$ cat src/rtl/forest_pkg.sv
// Shared defaults, width helpers, FSM encoding and vote-bit indexing for the forest vote accumulator.
// No logic; latency and backpressure live in the modules that import it.
package forest_pkg;

    localparam int NUM_CLASSES_DEF = 3;
    localparam int NUM_TREES_DEF   = 5;

    typedef enum logic [1:0] {
        ST_IDLE   = 2'd0,
        ST_COUNT  = 2'd1,
        ST_DECIDE = 2'd2,
        ST_OUT    = 2'd3
    } state_t;

    function automatic int cnt_width(input int num_trees);
        return $clog2(num_trees + 1);
    endfunction

    function automatic int cls_width(input int num_classes);
        return (num_classes < 2) ? 1 : $clog2(num_classes);
    endfunction

    // Position of tree t's vote for class c inside the flat vote vector.
    function automatic int vote_idx(input int c, input int t, input int num_trees);
        return c * num_trees + t;
    endfunction

endpackage

$ cat src/rtl/forest_vote_argmax_step.sv
// One step of the serial argmax: folds cnt_k into the running best count/class/tie.
// Latency: purely combinational.
// Backpressure: none; the caller decides when the step result is registered.
module forest_vote_argmax_step #(
    parameter int CNT_W = 3,
    parameter int CLS_W = 2
) (
    input  logic [CNT_W-1:0] cnt_k,
    input  logic [CLS_W-1:0] k,
    input  logic [CNT_W-1:0] best_cnt,
    input  logic [CLS_W-1:0] best_cls,
    input  logic             best_tie,
    output logic [CNT_W-1:0] nxt_cnt,
    output logic [CLS_W-1:0] nxt_cls,
    output logic             nxt_tie
);

    // Strict greater-than keeps the lowest class index on equal counts.
    always_comb begin
        nxt_cnt = best_cnt;
        nxt_cls = best_cls;
        nxt_tie = best_tie;
        if (cnt_k > best_cnt) begin
            nxt_cnt = cnt_k;
            nxt_cls = k;
            nxt_tie = 1'b0;
        end else if ((cnt_k == best_cnt) && (cnt_k != '0)) begin
            nxt_tie = 1'b1;
        end
    end

endmodule

$ cat src/rtl/forest_vote_accum.sv
// Captures a vote vector, tallies per-class votes one tree per cycle, then serially picks the winner.
// Latency: out_valid rises NUM_TREES+NUM_CLASSES edges after acceptance.
// Backpressure: single in flight; in_ready low until the result is taken via out_valid&&out_ready.
module forest_vote_accum
    import forest_pkg::*;
#(
    parameter  int NUM_CLASSES = NUM_CLASSES_DEF,
    parameter  int NUM_TREES   = NUM_TREES_DEF,
    localparam int CNT_W       = cnt_width(NUM_TREES),
    localparam int CLS_W       = cls_width(NUM_CLASSES)
) (
    input  logic                             clk,
    input  logic                             rst_n,
    input  logic                             in_valid,
    output logic                             in_ready,
    input  logic [NUM_CLASSES*NUM_TREES-1:0] in_votes,
    output logic                             out_valid,
    input  logic                             out_ready,
    output logic [CLS_W-1:0]                 out_class,
    output logic [CNT_W-1:0]                 out_count,
    output logic                             out_tie,
    output logic                             out_none
);

    localparam int               T_W    = (NUM_TREES > 1) ? $clog2(NUM_TREES) : 1;
    localparam logic [T_W-1:0]   T_LAST = T_W'(NUM_TREES - 1);
    localparam logic [CLS_W-1:0] K_LAST = CLS_W'(NUM_CLASSES - 1);

    state_t state, state_nxt;

    logic [NUM_CLASSES*NUM_TREES-1:0]   vote_q;
    logic [NUM_CLASSES-1:0][CNT_W-1:0]  cnt;
    logic [NUM_CLASSES-1:0]             cur_votes;
    logic [T_W-1:0]                     t;
    logic [CLS_W-1:0]                   k;
    logic [CNT_W-1:0]                   best_cnt;
    logic [CLS_W-1:0]                   best_cls;
    logic                               best_tie;
    logic [CNT_W-1:0]                   nxt_cnt;
    logic [CLS_W-1:0]                   nxt_cls;
    logic                               nxt_tie;

    // Column t of the captured vector: one vote per class.
    for (genvar c = 0; c < NUM_CLASSES; c++) begin : g_row
        logic [NUM_TREES-1:0] row;
        assign row          = vote_q[vote_idx(c, 0, NUM_TREES) +: NUM_TREES];
        assign cur_votes[c] = row[t];
    end

    forest_vote_argmax_step #(
        .CNT_W (CNT_W),
        .CLS_W (CLS_W)
    ) u_argmax_step (
        .cnt_k    (cnt[k]),
        .k        (k),
        .best_cnt (best_cnt),
        .best_cls (best_cls),
        .best_tie (best_tie),
        .nxt_cnt  (nxt_cnt),
        .nxt_cls  (nxt_cls),
        .nxt_tie  (nxt_tie)
    );

    always_ff @(posedge clk or negedge rst_n) begin
        if (!rst_n) begin
            state <= ST_IDLE;
        end else begin
            state <= state_nxt;
        end
    end

    always_comb begin
        state_nxt = state;
        case (state)
            ST_IDLE:   if (in_valid)    state_nxt = ST_COUNT;
            ST_COUNT:  if (t == T_LAST) state_nxt = ST_DECIDE;
            ST_DECIDE: if (k == K_LAST) state_nxt = ST_OUT;
            ST_OUT:    if (out_ready)   state_nxt = ST_IDLE;
            default:                    state_nxt = ST_IDLE;
        endcase
    end

    always_comb begin
        in_ready  = (state == ST_IDLE);
        out_valid = (state == ST_OUT);
    end

    always_ff @(posedge clk or negedge rst_n) begin
        if (!rst_n) begin
            vote_q    <= '0;
            cnt       <= '0;
            t         <= '0;
            k         <= '0;
            best_cnt  <= '0;
            best_cls  <= '0;
            best_tie  <= 1'b0;
            out_class <= '0;
            out_count <= '0;
            out_tie   <= 1'b0;
            out_none  <= 1'b0;
        end else begin
            case (state)
                ST_IDLE: begin
                    if (in_valid) begin
                        vote_q <= in_votes;
                        cnt    <= '0;
                        t      <= '0;
                    end
                end
                ST_COUNT: begin
                    for (int c = 0; c < NUM_CLASSES; c++) begin
                        cnt[c] <= cnt[c] + CNT_W'(cur_votes[c]);
                    end
                    if (t == T_LAST) begin
                        k        <= '0;
                        best_cnt <= '0;
                        best_cls <= '0;
                        best_tie <= 1'b0;
                    end else begin
                        t <= t + 1'b1;
                    end
                end
                ST_DECIDE: begin
                    best_cnt <= nxt_cnt;
                    best_cls <= nxt_cls;
                    best_tie <= nxt_tie;
                    if (k == K_LAST) begin
                        out_count <= nxt_cnt;
                        out_none  <= (nxt_cnt == '0);
                        out_class <= (nxt_cnt == '0) ? '0 : nxt_cls;
                        out_tie   <= (nxt_cnt == '0) ? 1'b0 : nxt_tie;
                    end else begin
                        k <= k + 1'b1;
                    end
                end
                default: ;
            endcase
        end
    end

endmodule

$ cat config.mk
export PLATFORM = sky130hd
export DESIGN_NAME = forest_vote_accum
export DESIGN_NICKNAME = d
export VERILOG_FILES = /design/src/rtl/forest_pkg.sv /design/src/rtl/forest_vote_argmax_step.sv /design/src/rtl/forest_vote_accum.sv
export SDC_FILE = /design/constraint.sdc
export NUM_CORES = 1
export LEC_CHECK = 0
export BUFFER_PORTS_ARGS = -buffer_cell sky130_fd_sc_hd__buf_2
export CAP_MARGIN = 20
export CORE_UTILIZATION = 55
export DETAILED_ROUTE_END_ITERATION = 12
export PLACE_DENSITY = 0.75
export SYNTH_ARGS = -nofsm -noshare
export SYNTH_HDL_FRONTEND = slang
export SYNTH_HIERARCHICAL = 1
export SYNTH_SLANG_ARGS = --single-unit
$ cat constraint.sdc
create_clock -name clk -period 4.3 [get_ports clk]
set_input_delay 0.86 -clock clk [delete_from_list [all_inputs] [get_ports clk]]
set_output_delay 0.86 -clock clk [all_outputs]
set_load 0.01 [all_outputs]
== After elaboration in Yosys (flattened, before gate mapping) ==
Index checks and enable logic that the tools add are counted.

* Flip-flop bits (word level): 44
* Input port bits: 19
* Output and inout port bits: 9

* Add/sub/neg operators: 5
* $lt $le $gt $ge: 3
* Equality and inequality tests: 12
* Muxes and demuxes: 32
* Reductions and logical operators: 13

{| class="wikitable"
|+ Operators by type and width
! cell !! number
|-
| $pmux 9 s2 || 1
|-
| $mux 2 || 8
|-
| $mux 3 || 5
|-
| $pmux 3 s2 || 2
|-
| $ne 2x2->1 const B || 5
|-
| $add 3x1->3 || 3
|-
| $bmux 1 s3 || 3
|-
| $mux 9 || 1
|-
| $pmux 2 s2 || 2
|-
| $pmux 2 s4 || 1
|-
| $reduce_and 2->1 || 4
|-
| $mux 1 || 7
|-
| $bmux 3 s2 || 1
|-
| $eq 2x2->1 const B || 3
|-
| $reduce_and 3->1 || 2
|-
| $lt 3x4->1 const B || 1
|-
| $reduce_and 4->1 || 1
|-
| $reduce_bool 2->1 || 2
|-
| $add 3x1->3 const B || 1
|-
| $eq 3x3->1 || 1
|-
| $eq 3x3->1 const B || 1
|-
| $gt 3x3->1 || 1
|-
| $logic_not 3->1 || 1
|-
| $lt 2x3->1 const B || 1
|-
| other kinds (7) || 7
|}

== Depth between registers and ports, before layout ==
* Depth in word-level cells: 7
* Depth in mapped cells: 11
* Depth with buffers taken out: 9

== By module ==
The synthesis kept the hierarchy.

{| class="wikitable"
|+ By module, submodules not included
! module !! times used !! cells each !! area an instance (sq um)
|-
| forest_vote_accum || 1 || 197 || 2,279.7
|-
| forest_vote_argmax_step || 1 || 45 || 362.8
|}

== Least setup slack after synthesis ==
OpenSTA, ideal clock, no wires.

* Path type: flip-flop to flip-flop
* Start point: register k[1]
* End point: register out_none
* Setup time: 65 ps
* Arrival: 2,649 ps
* Required time: 4,235 ps
* Slack: 1,586 ps
* Stages on the path, launching flop included: 12
* Clock period less this slack: 2,714 ps
* Cell sequence: dfrtp_1 clkbuf_1 mux2i_1 o22ai_1 inv_1 ha_1 buf_6 or4b_4 o211ai_2 a221oi_2 nor3_1 mux2_2

* Longest elaborated chain between the ends: 5

{| class="wikitable"
|+ RTL lines
! item !! line !! text
|-
| start: declaration || forest_vote_accum.sv:35 || <nowiki>logic [CLS_W-1:0] k;</nowiki>
|-
| start signal: assignment || forest_vote_accum.sv:133 || <nowiki>k <= k + 1'b1;</nowiki>
|-
| $bmux 3 s2 * || forest_vote_accum.sv:54 || <nowiki>.cnt_k (cnt[k]),</nowiki>
|-
| $mux 3 (not written as such) * || forest_vote_accum.sv:54 ||
|-
| $gt 3x3->1 || forest_vote_argmax_step.sv:23 || <nowiki>if (cnt_k > best_cnt) begin</nowiki>
|-
| $mux 3 * || forest_vote_argmax_step.sv:23 ||
|-
| net nxt_cnt[1] || forest_vote_accum.sv:39 || <nowiki>logic [CNT_W-1:0] nxt_cnt;</nowiki>
|-
| $logic_not 3->1 * || forest_vote_accum.sv:129 || <nowiki>out_none <= (nxt_cnt == '0);</nowiki>
|-
| end signal: assignment || forest_vote_accum.sv:129 ||
|-
| end: declaration || forest_vote_accum.sv:22 || <nowiki>output logic out_none</nowiki>
|}

Mark *: on every way through the listed nets, which the timed path passes. The rest lies on a longest branch. The select of a mux whose other input is x is not followed.
A chain may end at the register's enable or synchronous reset.

== Worst setup path in the final report ==
Same ends and word-level chain as after synthesis.

==> results.md <==
Synth:
- The register area share after synthesis is 41.7%.
- The number of synthesis warnings is 6.
- The synthesized area is 2640 sq um.
- Dividing the synthesized area by the synthesized cell count gives roughly 11 sq um.
- The net count of the mapped netlist is 277.
- Ranked by total cell area, the synthesized netlist is headed by dfrtp_1 (42%), mux2_2 (8.1%), ha_1 (7.6%), mux2i_1 (4.9%), a22o_1 (4.0%).
- The gate count after technology mapping is about 240.
- Sorting the synthesized cells by how often they occur yields dfrtp_1 (44), mux2_2 (19), ha_1 (16), nand2_1 (16), o21ai_0 (15).
- For this run, asynchronously set or reset flops after synthesis account for between 90% and 100%.
- In this run, synthesis produced a sequential element count of 44.
- In this run, synthesis inferred 0 flip-flops with an integrated enable.
- The leading area contributor after synthesis is dfrtp_1.
- The count of distinct cell types in the synthesized netlist is 51.
- The dominant register cell in the synthesized netlist is dfrtp_1.
- By instance count, the leading cell after synthesis is dfrtp_1.
- The share of synthesized area in the top cell type comes to between 40% and 50%.

STA:
- After routing, the total negative slack on setup checks comes to 0 ns.
- The setup skew after layout is approximately 0.0054 ns.
- Setup violations remaining at the end of the flow were counted as 0.
- The relative slew slack is about 45%.
- The final number of max-transition violations came to 0.
- The final hold violation count was 0.
- Static timing analysis puts the maximum clock frequency at ~320 MHz.
- After layout, the minimum clock period comes to between 3 and 4 ns.
- The share of the clock period used by the worst path after layout is between 70% and 80%.
- The worst-case setup margin in the final layout is between 1 and 1.5 ns.
- Setup repair after global routing left no endpoint under its margin.
- The slew at the pin closest to its max-slew limit is slightly above 0.8 ns.

Power:
- The total leakage power is about 1.3 nW.
- The maximum ir drop on the vdd rail is 0.000439 V.
- The areal power density over the cells is ~810 nW/um^2.

Setup path:
- The launch point of the worst reg-to-reg path is k[1].
- The signal arrival time at the worst endpoint is between 3 and 4 ns.
- The critical path is of the register to register type.
- Counting cells, the worst reg-to-reg path comes to 8.
- Of all nets on the critical path, the largest fanout is 12.
- The end of the worst register-to-register path is out_none.
- The worst setup path is launched from a register.
- The critical path capture point type is a register.
- The minimum setup slack among reg-to-reg paths is around 1.1 ns.
- The required time of the worst setup path is roughly 4.5 ns.

Clocking:
- The number of sinks driven by the clock tree is between 40 and 50.
- The buffer type at the clock tree root is clkbuf_8.
- After clock tree synthesis, the clock-pin slew on the worst setup and hold paths is 0.08 ns.
- In this run the deepest clock path goes through 2 buffers.
- In this run, CTS created clock tree buffers numbering 5.
- The clock reaches the later pin of the worst-skew pair after 0.29 ns.
- The H-tree depth is 2.
- The CTS tree is yes.
- Post-CTS repair changed the size of 0 cells.
- The cts-stage hold buffer count is 0.
- In this run the post-CTS setup repair buffer count came out at 0.

Placed design:
- After detailed placement, the total cell area comes to 2760 sq um.
- The congestion estimate from routability-driven global placement came to 0.912.
- The count of buffers inserted at the top-level ports is 27.
- At the placement stage, the worst setup path has a slack of between 1 and 1.5 ns.
- The sum of net half-perimeters after detailed placement is around 3600 um.

Flow run:
- The number of max-capacitance violations reported is 0.

Routing:
- The first-pass iteration count of the detailed router is 4.
- The detailed router finished its first iteration with 110 violations.
- The post-detailed-route via-to-cell ratio is ~6.1.
- The count of unresolved DRC violations after routing is 0.
- The routed layout has ~1900 vias.
- In the final routed layout, each cell accounts on average for roughly 16 um.
- The count of nets left with antenna violations once routing finished came out at 0.
- The aggregate routed wire length is 5080 um.

GRT:
- The first global-routing pass estimated roughly 9000 um of wire.
- Summed over all layers, the global routing overflow is 0.
- The pin count of the biggest net entering global routing is 45.
- The number of antenna violations at the first check in global routing is 0.
- The number of global-route vias before repair is approximately 1900.
- Global routing used 22.1% of the available tracks across all layers.

Final layout:
- The layout filler cell count is approximately 360.
- The net count of the finished layout is between 200 and 300.
- Relative to the synthesized area, the layout overhead comes to 9.19%.
- The antenna diode count is 0.
- The post-route standard cell area excluding fillers is 2890 sq um.
- Cells fill between 60% and 70% of the core in the end.
- In the final layout, the share of cells above drive strength 1 is between 20 and 25%.

Die:
- The number of core rows is 24.
- In this run the vertical extent of the chip is 71.3 um.
- The die area is just over 5000 sq um.
- The die is between 70 and 80 um wide.
- In this run the count of I/O pins placed on the die edge is 28.
- The region available for standard cell placement spans between 4000 and 5000 sq um.
- The initial utilization of the core area, before any placement, comes to between 50% and 60%.

Min path:
- The worst hold path stage count is 2.
- In this run the most critical hold path is launched from out_class[0].
- The worst hold-check path type is register to register.
- The endpoint of the worst hold-timing path is out_class[0].

Status:
- The flow ran to the end, and the final reports show no timing, DRC or antenna violations.
==> how the worst max path moves through the flow <==
stage,startpoint,to,slack (ns)
after CTS,k[1],out_none,1.16
after global routing,k[1],out_class[1],0.88
final,k[1],out_none,1.14
after global placement,k[1],out_none,1.30
after detailed placement,k[1],out_none,1.17
after floorplan,k[1],out_none,1.59
==> worst max-delay path, cell delays in order, from the launching register on <==
cell	delay (ns)
dfrtp_1	0.56
mux2i_1	0.12
o21ai_0	0.58
ha_1	0.42
a21bo_2	0.27
o211ai_1	0.11
a221oi_1	0.53
nor3_1	0.18
mux2_2	0.29
==> area by class of cell <==
type | instances | area [sq um] | area share, %
multi-input combinational | 172 | 1410 | 49.0
sequential | 44 | 1100 | 38.2
timing repair buffer | 28 | 163 | 5.64
clock buffer | 5 | 68.8 | 2.39
tap | 52 | 65.1 | 2.25
inverter | 12 | 45.0 | 1.56
clock inverter | 1 | 30.0 | 1.04
==> sequential cells by signal, indices dropped and copies added, names as in the netlist <==
signal / count
best_cls: 2
best_cnt: 3
best_tie: 1
cnt: 9
k: 2
out_class: 2
out_count: 3
out_none: 1
out_tie: 1
state: 2
t: 3
vote_q: 15
==> per-layer routing <==
metal / wire length [um] / vias to the layer above / GRT usage (%)
li1: - / 938 / -
met1: 2550 / 923 / 33.5
met2: 2260 / 47 / 31.5
met3: 215 / 6 / 3.94
met4: 57 / 0 / 8.44
met5: 0 / - / 0
==> logic make-up after synthesis <==
family	Yosys count	share of synthesized area, %
AOI/OAI and AO/OA	61	18.1
adders and majority gates	16	7.58
buffers and inverters	26	4.88
DFF	44	41.7
muxes	33	13.6
and+or+nand+nor	62	14.2
==> per-stage QoR <==
step	total power (W)	hold WS (ns)	std cells
4_1_cts	0.00233	0.488	313
2_1_floorplan	0.00178	0.479	242
6_report	0.00233	0.482	314
3_3_place_gp	0.00199	0.459	307
5_1_grt	0.00253	0.520	314
3_5_place_dp	0.00203	0.469	307
==> report_power, final <==
group          leakage (nW)  total [W]  internal (W)  switching, W
clock network        0.0501   0.000299      0.000167      0.000132
registers             0.558   0.000766      0.000594      0.000172
logic                 0.696    0.00127      0.000614      0.000655
total                  1.30    0.00233       0.00137      0.000959
==> layout by cell type, fill, tap and decap left out, types with 2 or more instances in the layout <==
cell,synthesis,routed
a21oi_1,5,5
o21ai_0,15,15
a32oi_1,3,3
a22o_1,12,12
or4b_1,4,4
and3_1,2,2
or4_1,2,2
nor3_1,4,4
nor2b_1,6,6
nand3b_1,9,9
o311ai_0,2,2
buf_2,5,27
nand3_1,5,5
nand2b_1,4,4
mux2_2,19,19
o221ai_1,3,3
dfrtp_1,44,44
o21a_1,4,4
ha_1,16,16
nand2_1,16,16
nor2_1,4,4
clkbuf_8,0,5
inv_1,12,12
mux2i_1,13,13
Power figures use the tool's default switching activity.
